--- src/rtl/pcie_datalink_pkg.sv ---
// Shared data-link layer definitions: arbiter FSM encoding, DLLP source
// port indices and the default aging threshold.
package pcie_datalink_pkg;

    // Arbiter ownership state.
    typedef enum logic [0:0] {
        ST_IDLE   = 1'b0,
        ST_LOCKED = 1'b1
    } arb_state_e;

    // Fixed DLLP source assignment on the TX arbiter (lower index = higher priority).
    localparam int unsigned DllpPortAckNak   = 0;
    localparam int unsigned DllpPortFcInit   = 1;
    localparam int unsigned DllpPortUpdateFc = 2;

    // Cycles a waiting requester accumulates before it is promoted.
    localparam int unsigned DllpStarveLimitDefault = 64;

endpackage : pcie_datalink_pkg

--- src/rtl/pcie_prio_age_picker.sv ---
// Combinational winner picker: fixed priority (lowest index wins) with an
// aging override where any starved requester beats every non-starved one.
// Ports:
//   req_valid   - per-port request
//   req_starved - per-port aging flag (only honoured together with req_valid)
//   winner_c    - one-hot winner, all-zero when nothing requests
module pcie_prio_age_picker #(
    parameter int unsigned NUM_PORTS = 3
) (
    input  logic [NUM_PORTS-1:0] req_valid,
    input  logic [NUM_PORTS-1:0] req_starved,
    output logic [NUM_PORTS-1:0] winner_c
);

    logic [NUM_PORTS-1:0] aged;
    logic [NUM_PORTS-1:0] cand;

    // Restrict to the starved set when it is non-empty, then isolate the lowest set bit.
    always_comb begin
        aged     = req_valid & req_starved;
        cand     = (|aged) ? aged : req_valid;
        winner_c = cand & (~cand + NUM_PORTS'(1));
    end

endmodule : pcie_prio_age_picker

--- src/rtl/pcie_dllp_tx_arbiter.sv ---
// Packet-granular arbiter sharing the DLLP transmit AXI-Stream between
// NUM_PORTS DLLP sources (Ack/Nak, FC init, UpdateFC). A granted port owns
// the output until its tlast beat is accepted, so payload and CRC beats of a
// DLLP never interleave with another source. Per-port wait counters promote
// a source that has waited STARVE_LIMIT cycles above all non-starved ones.
// Ports:
//   clk_i, rst_ni        - clock, synchronous active-low reset
//   s_axis_*             - per-port source streams, port i in slice i
//   m_axis_*             - arbitrated stream towards DLLP framing
//   grant_o              - one-hot current owner, zero when idle
//   starved_o            - per-port wait counter at STARVE_LIMIT
module pcie_dllp_tx_arbiter
    import pcie_datalink_pkg::*;
#(
    parameter int unsigned DATA_WIDTH   = 32,
    parameter int unsigned KEEP_WIDTH   = DATA_WIDTH / 8,
    parameter int unsigned USER_WIDTH   = 3,
    parameter int unsigned NUM_PORTS    = 3,
    parameter int unsigned STARVE_LIMIT = DllpStarveLimitDefault
) (
    input  logic                             clk_i,
    input  logic                             rst_ni,
    input  logic [NUM_PORTS*DATA_WIDTH-1:0]  s_axis_tdata,
    input  logic [NUM_PORTS*KEEP_WIDTH-1:0]  s_axis_tkeep,
    input  logic [NUM_PORTS-1:0]             s_axis_tvalid,
    input  logic [NUM_PORTS-1:0]             s_axis_tlast,
    input  logic [NUM_PORTS*USER_WIDTH-1:0]  s_axis_tuser,
    output logic [NUM_PORTS-1:0]             s_axis_tready,
    output logic [DATA_WIDTH-1:0]            m_axis_tdata,
    output logic [KEEP_WIDTH-1:0]            m_axis_tkeep,
    output logic                             m_axis_tvalid,
    output logic                             m_axis_tlast,
    output logic [USER_WIDTH-1:0]            m_axis_tuser,
    input  logic                             m_axis_tready,
    output logic [NUM_PORTS-1:0]             grant_o,
    output logic [NUM_PORTS-1:0]             starved_o
);

    localparam int unsigned CntWidth = $clog2(STARVE_LIMIT + 1);

    // Elaboration-time guard on the supported configuration range.
    if (NUM_PORTS < 2 || NUM_PORTS > 8) begin : g_bad_ports
        $error("pcie_dllp_tx_arbiter: NUM_PORTS must be 2..8");
    end
    if (STARVE_LIMIT < 1) begin : g_bad_limit
        $error("pcie_dllp_tx_arbiter: STARVE_LIMIT must be >= 1");
    end

    arb_state_e           state_q;
    arb_state_e           state_d;
    logic [NUM_PORTS-1:0] grant_q;
    logic [NUM_PORTS-1:0] grant_d;
    logic [NUM_PORTS-1:0] winner_c;
    logic [NUM_PORTS-1:0] win_load_c;
    logic [NUM_PORTS-1:0] starved_c;
    logic                 pkt_end_c;

    // Winner selection over the live requests and the aging flags.
    pcie_prio_age_picker #(
        .NUM_PORTS (NUM_PORTS)
    ) u_picker (
        .req_valid   (s_axis_tvalid),
        .req_starved (starved_c),
        .winner_c    (winner_c)
    );

    // A winner is only registered from idle; this is also the counter-clear strobe.
    assign win_load_c = (state_q == ST_IDLE) ? winner_c : '0;

    // Owner's tlast beat accepted downstream.
    assign pkt_end_c = m_axis_tvalid & m_axis_tready & m_axis_tlast;

    // State register.
    always_ff @(posedge clk_i) begin
        if (!rst_ni) begin
            state_q <= ST_IDLE;
            grant_q <= '0;
        end else begin
            state_q <= state_d;
            grant_q <= grant_d;
        end
    end

    // Next-state logic: lock on any request, release after the tlast handshake.
    always_comb begin
        state_d = state_q;
        grant_d = grant_q;
        case (state_q)
            ST_IDLE: begin
                if (|s_axis_tvalid) begin
                    state_d = ST_LOCKED;
                    grant_d = winner_c;
                end
            end
            ST_LOCKED: begin
                if (pkt_end_c) begin
                    state_d = ST_IDLE;
                    grant_d = '0;
                end
            end
            default: begin
                state_d = ST_IDLE;
                grant_d = '0;
            end
        endcase
    end

    // Pass-through mux from the owner; everything is quiet while idle.
    always_comb begin
        m_axis_tdata  = '0;
        m_axis_tkeep  = '0;
        m_axis_tvalid = 1'b0;
        m_axis_tlast  = 1'b0;
        m_axis_tuser  = '0;
        s_axis_tready = '0;
        if (state_q == ST_LOCKED) begin
            for (int i = 0; i < NUM_PORTS; i++) begin
                if (grant_q[i]) begin
                    m_axis_tdata  = s_axis_tdata[i*DATA_WIDTH +: DATA_WIDTH];
                    m_axis_tkeep  = s_axis_tkeep[i*KEEP_WIDTH +: KEEP_WIDTH];
                    m_axis_tvalid = s_axis_tvalid[i];
                    m_axis_tlast  = s_axis_tlast[i];
                    m_axis_tuser  = s_axis_tuser[i*USER_WIDTH +: USER_WIDTH];
                end
            end
            s_axis_tready = grant_q & {NUM_PORTS{m_axis_tready}};
        end
    end

    // Per-port wait counters: count while requesting without ownership,
    // saturate at the limit, hold across tvalid gaps, clear on being picked.
    for (genvar i = 0; i < NUM_PORTS; i++) begin : g_age
        logic [CntWidth-1:0] cnt_q;

        always_ff @(posedge clk_i) begin
            if (!rst_ni) begin
                cnt_q <= '0;
            end else if (win_load_c[i]) begin
                cnt_q <= '0;
            end else if (s_axis_tvalid[i] && !grant_q[i] &&
                         (cnt_q != CntWidth'(STARVE_LIMIT))) begin
                cnt_q <= cnt_q + CntWidth'(1);
            end
        end

        assign starved_c[i] = (cnt_q == CntWidth'(STARVE_LIMIT));
    end

    assign grant_o   = grant_q;
    assign starved_o = starved_c;

endmodule : pcie_dllp_tx_arbiter

--- config.mk ---
export PLATFORM = sky130hd
export DESIGN_NAME = pcie_dllp_tx_arbiter
export DESIGN_NICKNAME = d
export VERILOG_FILES = /design/src/rtl/pcie_datalink_pkg.sv /design/src/rtl/pcie_prio_age_picker.sv /design/src/rtl/pcie_dllp_tx_arbiter.sv
export SDC_FILE = /design/constraint.sdc
export NUM_CORES = 1
export LEC_CHECK = 0
export CORE_AREA = 2 2 75 92
export CTS_BUF_LIST = sky130_fd_sc_hd__clkbuf_16
export DETAILED_ROUTE_END_ITERATION = 8
export DIE_AREA = 0 0 77 94
export PLACE_DENSITY = 0.9
export SETUP_SLACK_MARGIN = 0.4
export SYNTH_ARGS = -nofsm -noshare
export SYNTH_HDL_FRONTEND = slang
export SYNTH_SLANG_ARGS = --single-unit
--- constraint.sdc ---
create_clock -name clk_i -period 3.1 [get_ports clk_i]
set_input_delay 0.31 -clock clk_i [delete_from_list [all_inputs] [get_ports clk_i]]
set_output_delay 0.31 -clock clk_i [all_outputs]
set_load 0.1 [all_outputs]
==> results.md, run 1 <==
- Routability cong.: 0.846
- Async SR Flop Fraction: 0%
- Compound-Gate Fraction of Synth Area: 30.1%
- Seq/Total Area, Yosys: 22.4%
- Syn_nets: 475
- WL final: 9870 um
- Postcts setup bufs: 0
- First-pass GRT wire length: 15500 um
- Worst skew pair latency: between 0.2 and 0.3 ns
- # diodes: 0
- Die area: 7240 um2
- CP endpoint kind: output pin
- CTS sink count: 25
- EDFF count, synth: 0
- Outcome: complete, no violations
- Initial core utilization: 35.3%
- YS warnings: 0
- Final WS setup: 0.792 ns
- Die X: 77 um
- Synth Area in Simple Gates: between 30% and 40%
- Initial antenna violation count: 0
- Fin. Hold Viols: 0
- TritonCTS Buffers: 3
- Total GRT Usage: roughly a quarter
- Data required, critical path: 2.79 ns
- Synth-to-layout area growth: 110%
- Vias in the first global route: 3104
- Setup repair after global routing missed its margin: no
- Clock share of power: 21.4%
- Clk_skew: 0.00744 ns
- Fin crit share: 74.4%
- WL/cell: 16.8 um
- CTS max path bufs: 2
- DP Wirelength: about 8100 um
- Tot Pwr: 1.34 mW
- Mean Syn Cell Area: 6.50 um2
- Initial DRC count: 110
- Finish-stage setup viols: 0
- P per Cell Area: 285 nW/um2
- Largest net degree at the start of global routing: between 40 and 50
- Hold depth: 2
- Drt via density: 5.32
- Seq pwr share: 26.3%
- Worst r2r src: grant_o[1]
- Core area: 6330 um2
- Post_cts resized: 0
- P_sw: 0.526 mW
- Drt first pass iters: 5
- Relative slew margins: 35.5%
- Slew Limit Fails: 0
- Die Y: 94 um
- R2r endpoint: grant_o[2]
- Port bufs: roughly 180
- Area of the multi-input gates: 1770 um2
- Hold crit path type: register to register
- Critical Setup Path Class: register to output pin
- Arr. time, crit path: around 2 ns
- Post-DRT Antenna Nets: 0
- Post-synthesis cell area: approximately 2200 um2
- #FFs+latches synth: 25
- Crit path max fanout: 27
- Hold Crit Start: g_age[2].cnt_q[1]
- Switching Fraction: 39.3%
- Worst slew pin tran: 0.965 ns
- Final Util: 74.2%
- Netlist cell types: 45
- Dominant synthesized flop cell: dfxtp_1
- Pre-CTS setup slack: between 1 and 1.5 ns
- Htree depth: 1
- Final min period: about 2.3 ns
- Reg clk slew, reported paths: 0.06 ns
- Fmax achieved: 433 MHz
- Mapped Cells: 343
- Sequential cell area: ~500 um2
- Adder-cell share of the synthesized area: between 3 and 4%
- DR vias: between 3000 and 4000
- Layout filler cell count: 477
- P_int: 0.813 mW
- GRT overflow: 0
- Worst Hold Endpoint: g_age[2].cnt_q[1]
- Largest family of logic cells by synthesized area: simple AND/OR/NAND/NOR gates
- Worst IR Drop VDD: 0.319 mV
- Startpoint Class: register
- CTS Hold Buffers Added: 0
- IO Pins: 176
- Post-Synth XOR/XNOR Area: 6.28%
- # DRC: 0
- Nets: between 600 and 700
- Comb power frac: 52.3%
- Max cap viols: 0
- Leakage power: 1.77 nW
- FP Rows: 32
- CTS tree: yes
- Share of cells above drive strength 1: 21.5%
- Mux cell area share after synthesis: 0.897%
- R2R depth: 6
- R2R Setup Slk: 1.09 ns
- Root Buffer: clkbuf_16
- Post-route setup TNS: 0 ns
how the worst max path moves through the flow:
stage,start,endpoint,slack [ns],cells after the start
CTS,grant_o[1],m_axis_tdata[7],0.78,7
detailed placement,s_axis_tvalid[2],g_age[2].cnt_q[5],1.07,6
floorplan,g_age[1].cnt_q[2],g_age[1].cnt_q[2],0.41,6
global placement,s_axis_tvalid[2],g_age[2].cnt_q[2],1.13,6
finish,grant_o[1],m_axis_tlast,0.79,4
global route,grant_o[1],m_axis_tkeep[1],0.65,7
state kept, by name, summed over array words and instances, names as in the netlist:
register,flops
g_age.cnt_q,21
grant_o,3
state_q,1
layout by cell type (no fill, tap or decap), types with 3 or more instances in the layout:
| cell type | n |
|---|---|
| buf_4 | 12 |
| xnor2_1 | 6 |
| clkbuf_16 | 3 |
| a21oi_1 | 48 |
| nor2_2 | 28 |
| nand4_1 | 5 |
| buf_12 | 42 |
| and2_1 | 3 |
| and3_1 | 5 |
| dfxtp_1 | 22 |
| inv_1 | 9 |
| a31oi_1 | 3 |
| nand3_1 | 6 |
| nor2_4 | 11 |
| clkdlybuf4s50_1 | 126 |
| nor2b_1 | 4 |
| ha_1 | 6 |
| dfxtp_2 | 3 |
| nor3_1 | 4 |
| nor2_1 | 62 |
| a22oi_1 | 39 |
| xor2_1 | 10 |
| nand2_1 | 15 |
logic make-up after synthesis:
kind of cell,after synthesis
AND/OR/NAND/NOR,157
AO/OA/AOI/OAI,103
buffers and inverters,34
flip-flops,25
XOR/XNOR,16
adder cells (fa/ha/maj),6
multiplexers,2
layer usage:
metal | track usage, % | vias to the layer above | share of wire (%)
met5 | 0 | - | 0
met4 | 9.52 | 0 | 2.8
met3 | 8.27 | 21 | 9.2
met2 | 46.6 | 125 | 51
met1 | 30.3 | 1453 | 37
li1 | - | 1528 | -
cells in the mapped netlist, types with 4 or more instances:
cell type	instances	share of area, %
a21oi_1	48	11
a22oi_1	39	13
and3_1	5	1.4
clkbuf_1	22	3.7
dfxtp_1	25	22
ha_1	6	3.4
inv_1	9	1.5
nand2_1	15	2.5
nand3_1	6	1.3
nand4_1	5	1.4
nor2_1	101	17
nor2b_1	5	1.4
nor3_1	4	0.90
xnor2_1	6	2.4
xor2_1	10	3.9
metrics by stage:
stage | cell area, um2 | hold slack (ns) | instances
final | 4690 | 0.499 | 588
after floorplan | 2400 | 0.428 | 343
after global routing | 4690 | 0.544 | 588
after detailed placement | 4610 | 0.499 | 584
after global placement | 4610 | 0.481 | 584
after CTS | 4690 | 0.507 | 588
area by class of cell:
type                            instances  share of cell area (%)
Timing Repair Buffer                  180                    46.7
Multi-Input combinational cell        284                    37.8
Sequential cell                        25                    10.7
Tap cell                               85                    2.27
Clock buffer                            3                    1.60
Inverter                               10                   0.800
Clock inverter                          1                   0.107
power by group through the flow:
stage	Sequential, mW	Combinational [mW]	Clock [mW]
CTS	0.353	0.702	0.290
floorplan	0.362	0.372	0
global route	0.355	0.738	0.298
detailed placement	0.360	0.700	0
global placement	0.358	0.686	0
finish	0.353	0.700	0.286
critical path: stages (launching register included):
cell and delay (ns):
dfxtp_2 0.59, buf_4 0.38, a21oi_1 0.16, a221oi_4 0.37
buf_12 0.22
Power figures use the tool's default switching activity.
==> run 2, diff against run 1 <==
--- a/config.mk
+++ b/config.mk
@@ -5,11 +5,11 @@
 export SDC_FILE = /design/constraint.sdc
 export NUM_CORES = 1
 export LEC_CHECK = 0
-export CORE_AREA = 2 2 75 92
+export CORE_AREA = 2 2 77 94
 export CTS_BUF_LIST = sky130_fd_sc_hd__clkbuf_16
 export DETAILED_ROUTE_END_ITERATION = 8
-export DIE_AREA = 0 0 77 94
-export PLACE_DENSITY = 0.9
+export DIE_AREA = 0 0 79 96
+export PLACE_DENSITY = 0.86
 export SETUP_SLACK_MARGIN = 0.4
 export SYNTH_ARGS = -nofsm -noshare
 export SYNTH_HDL_FRONTEND = slang
==> constraint.sdc (replaced) <==
create_clock -name clk_i -period 2.3 [get_ports clk_i]
set_input_delay 0.23 -clock clk_i [delete_from_list [all_inputs] [get_ports clk_i]]
set_output_delay 0.23 -clock clk_i [all_outputs]
set_load 0.1 [all_outputs]
==> results.md, run 2 (synthesized netlist as in run 1, its figures left out) <==
- Outcome: complete, no violations
- Critical Setup Path Class: register to output pin
- Hold slack: 0.535 ns (+0.0359 ns)
- Dpl cells: 589 (+0.86%)
- Arr. time, crit path: 1.79 ns (-0.21 ns)
- Final Non-Filler Cells: 604 (+2.7%)
- Port bufs: 175 (unchanged)
- Finish-stage setup viols: 0 (unchanged)
- Hold crit path type: register to register
- WL final: 12300 um (+24%)
- Cell family with most CP delay: buffers and inverters
- Buf+Inv Stages, Crit Path: 3 (+1)
- CTS max path bufs: 2 (unchanged)
- CTS sink count: 25 (unchanged)
- Worst slew pin tran: 0.441 ns (-0.524 ns)
- Slowest cell on crit path: dfxtp_4
- DP Wirelength: 7580 um (-6.2%)
- Tot Pwr: 2.01 mW (+50%)
- FP Rows: 33 (+3.1%)
- Drt via density: 5.63 (+5.8%)
- Crit path max fanout: 10 (-63%)
- Slowest Stage Delay on Critical Path: 0.35 ns (-0.24 ns)
- Final WS setup: 0.284 ns (-0.509 ns)
- Drt first pass iters: 5 (unchanged)
- Core area: 6690 um2 (+5.7%)
- CP dominant cell by count: buf_12
- Worst IR Drop VDD: 0.341 mV (+7.0%)
- Initial antenna violation count: 0 (unchanged)
- Max reg flops: 21 (unchanged)
- GRT overflow: 0 (unchanged)
- Data required, critical path: 2.07 ns (-0.72 ns)
- Vias in the first global route: 3176 (+2.3%)
- Fmax achieved: 496 MHz
- Die Y: 96 um (+2.1%)
- Routability cong.: 0.889 (+5.1%)
- WL/cell: 20.3 um (+21%)
- Slew Limit Fails: 0 (unchanged)
- Post-DRT Antenna Nets: 0 (unchanged)
- Placed inst area: 4910 um2 (+6.5%)
- Reg clk slew, reported paths: 0.06 ns (about the same)
- Root Buffer: clkbuf_16
- Max cap viols: 0 (unchanged)
- DR vias: 3398 (+8.7%)
- Clk_skew: 0.00289 ns (-0.00455 ns)
- CTS tree: yes
- Largest net degree at the start of global routing: 35 (-24%)
- IO Pins: 176 (unchanged)
- Biggest register: g_age.cnt_q
- TritonCTS Buffers: 3 (unchanged)
- Final Util: 82.3% (+8.1 points)
- Die X: 79 um (+2.6%)
- CP cell instances: nor2b_4, buf_12, clkbuf_16, a22oi_1, nor2_1, a21oi_2, nor2_4, buf_12
- Total GRT Usage: 26.1% (-0.42 points)
- # diodes: 0 (unchanged)
- Share of cells above drive strength 1: 39.5% (+18 points)
- CTS Hold Buffers Added: 0 (unchanged)
- Initial DRC count: 95 (-14%)
- Pre-CTS setup slack: 0.280 ns (-0.790 ns)
- Initial core utilization: 33.4% (-1.9 points)
- Synth-to-layout area growth: 147%
- Commonest non-fill, non-tap cell in the layout: clkdlybuf4s50_1
- Die area: 7580 um2 (+4.8%)
- Setup repair after global routing missed its margin: yes
- First-pass GRT wire length: 15700 um (+1.2%)
- Post-route setup TNS: 0 ns (unchanged)
- Relative slew margins: 70.6% (+35 points)
- # DRC: 0 (unchanged)
- Fin. Hold Viols: 0 (unchanged)
- P per Cell Area: 365 nW/um2 (+28%)
- CP endpoint kind: output pin
- Leakage power: 1.95 nW (+9.9%)
- Htree depth: 1 (unchanged)
- Nets: 650 (+2.2%)
- Startpoint Class: register
- Final instance area: 5500 um2 (+17%)
- Commonest cells after routing, fill and taps aside: clkdlybuf4s50_1, nor2_1, buf_12
- Worst skew pair latency: 0.26 ns (about the same)
- Final min period: 2.02 ns
- Fin crit share: just under 90%
-- run 2: cell count changes in the layout (fill, tap and decap cells not counted), sizes merged --
cell / change
buf: +12
clkdlybuf4s50: -1
clkbuf: +3
clkinv: -1
inv: +1
-- run 2: worst paths after layout --
| kind | from | end | slack (ns) | depth (start not counted) |
|---|---|---|---|---|
| worst max register to register | g_age[2].cnt_q[2] | g_age[2].cnt_q[1] | 0.42 | 5 |
| worst min register to register | g_age[2].cnt_q[1] | g_age[2].cnt_q[1] | 0.54 | 2 |
| worst min-delay path | g_age[2].cnt_q[1] | g_age[2].cnt_q[1] | 0.54 | 2 |
| worst max-delay path | grant_o[0] | m_axis_tdata[24] | 0.28 | 8 |
-- run 2: tightest hold or removal path: stages, from the launching register on --
cell,delay (ns)
dfxtp_1,0.35
nand2_1,0.07
a21oi_1,0.07
-- run 2: cell type report --
class | count | area (um2)
fill | 356 | 1180
clock buffer | 3 | 75.1
inverter | 10 | 40.0
multi-input combinational | 284 | 2250
sequential | 25 | 518
timing repair buffer | 194 | 2500
clock inverter | 1 | 3.75
tap | 87 | 109
-- run 2: per-layer routing --
layer	vias to the layer above	global-route usage, %	part of all wire (%)
met5	-	0	0
met4	0	8.91	4.0
met3	37	4.78	7.3
met2	178	52.0	53
met1	1619	27.1	36
li1	1564	-	-
-- run 2: what timing repair did --
action                                  4_1_cts  5_1_grt
pin swaps                                     0       20
setup buffers                                 4        3
gates cloned                                  1        3
gates resized for setup                      15       69
endpoints found under the setup margin       51       64
-- run 2: power by group --
group          internal, mW  total (mW)  switching [mW]
registers             0.445       0.468          0.0237
clock network         0.233       0.386           0.153
logic                 0.505        1.16           0.652
total                  1.18        2.01           0.828
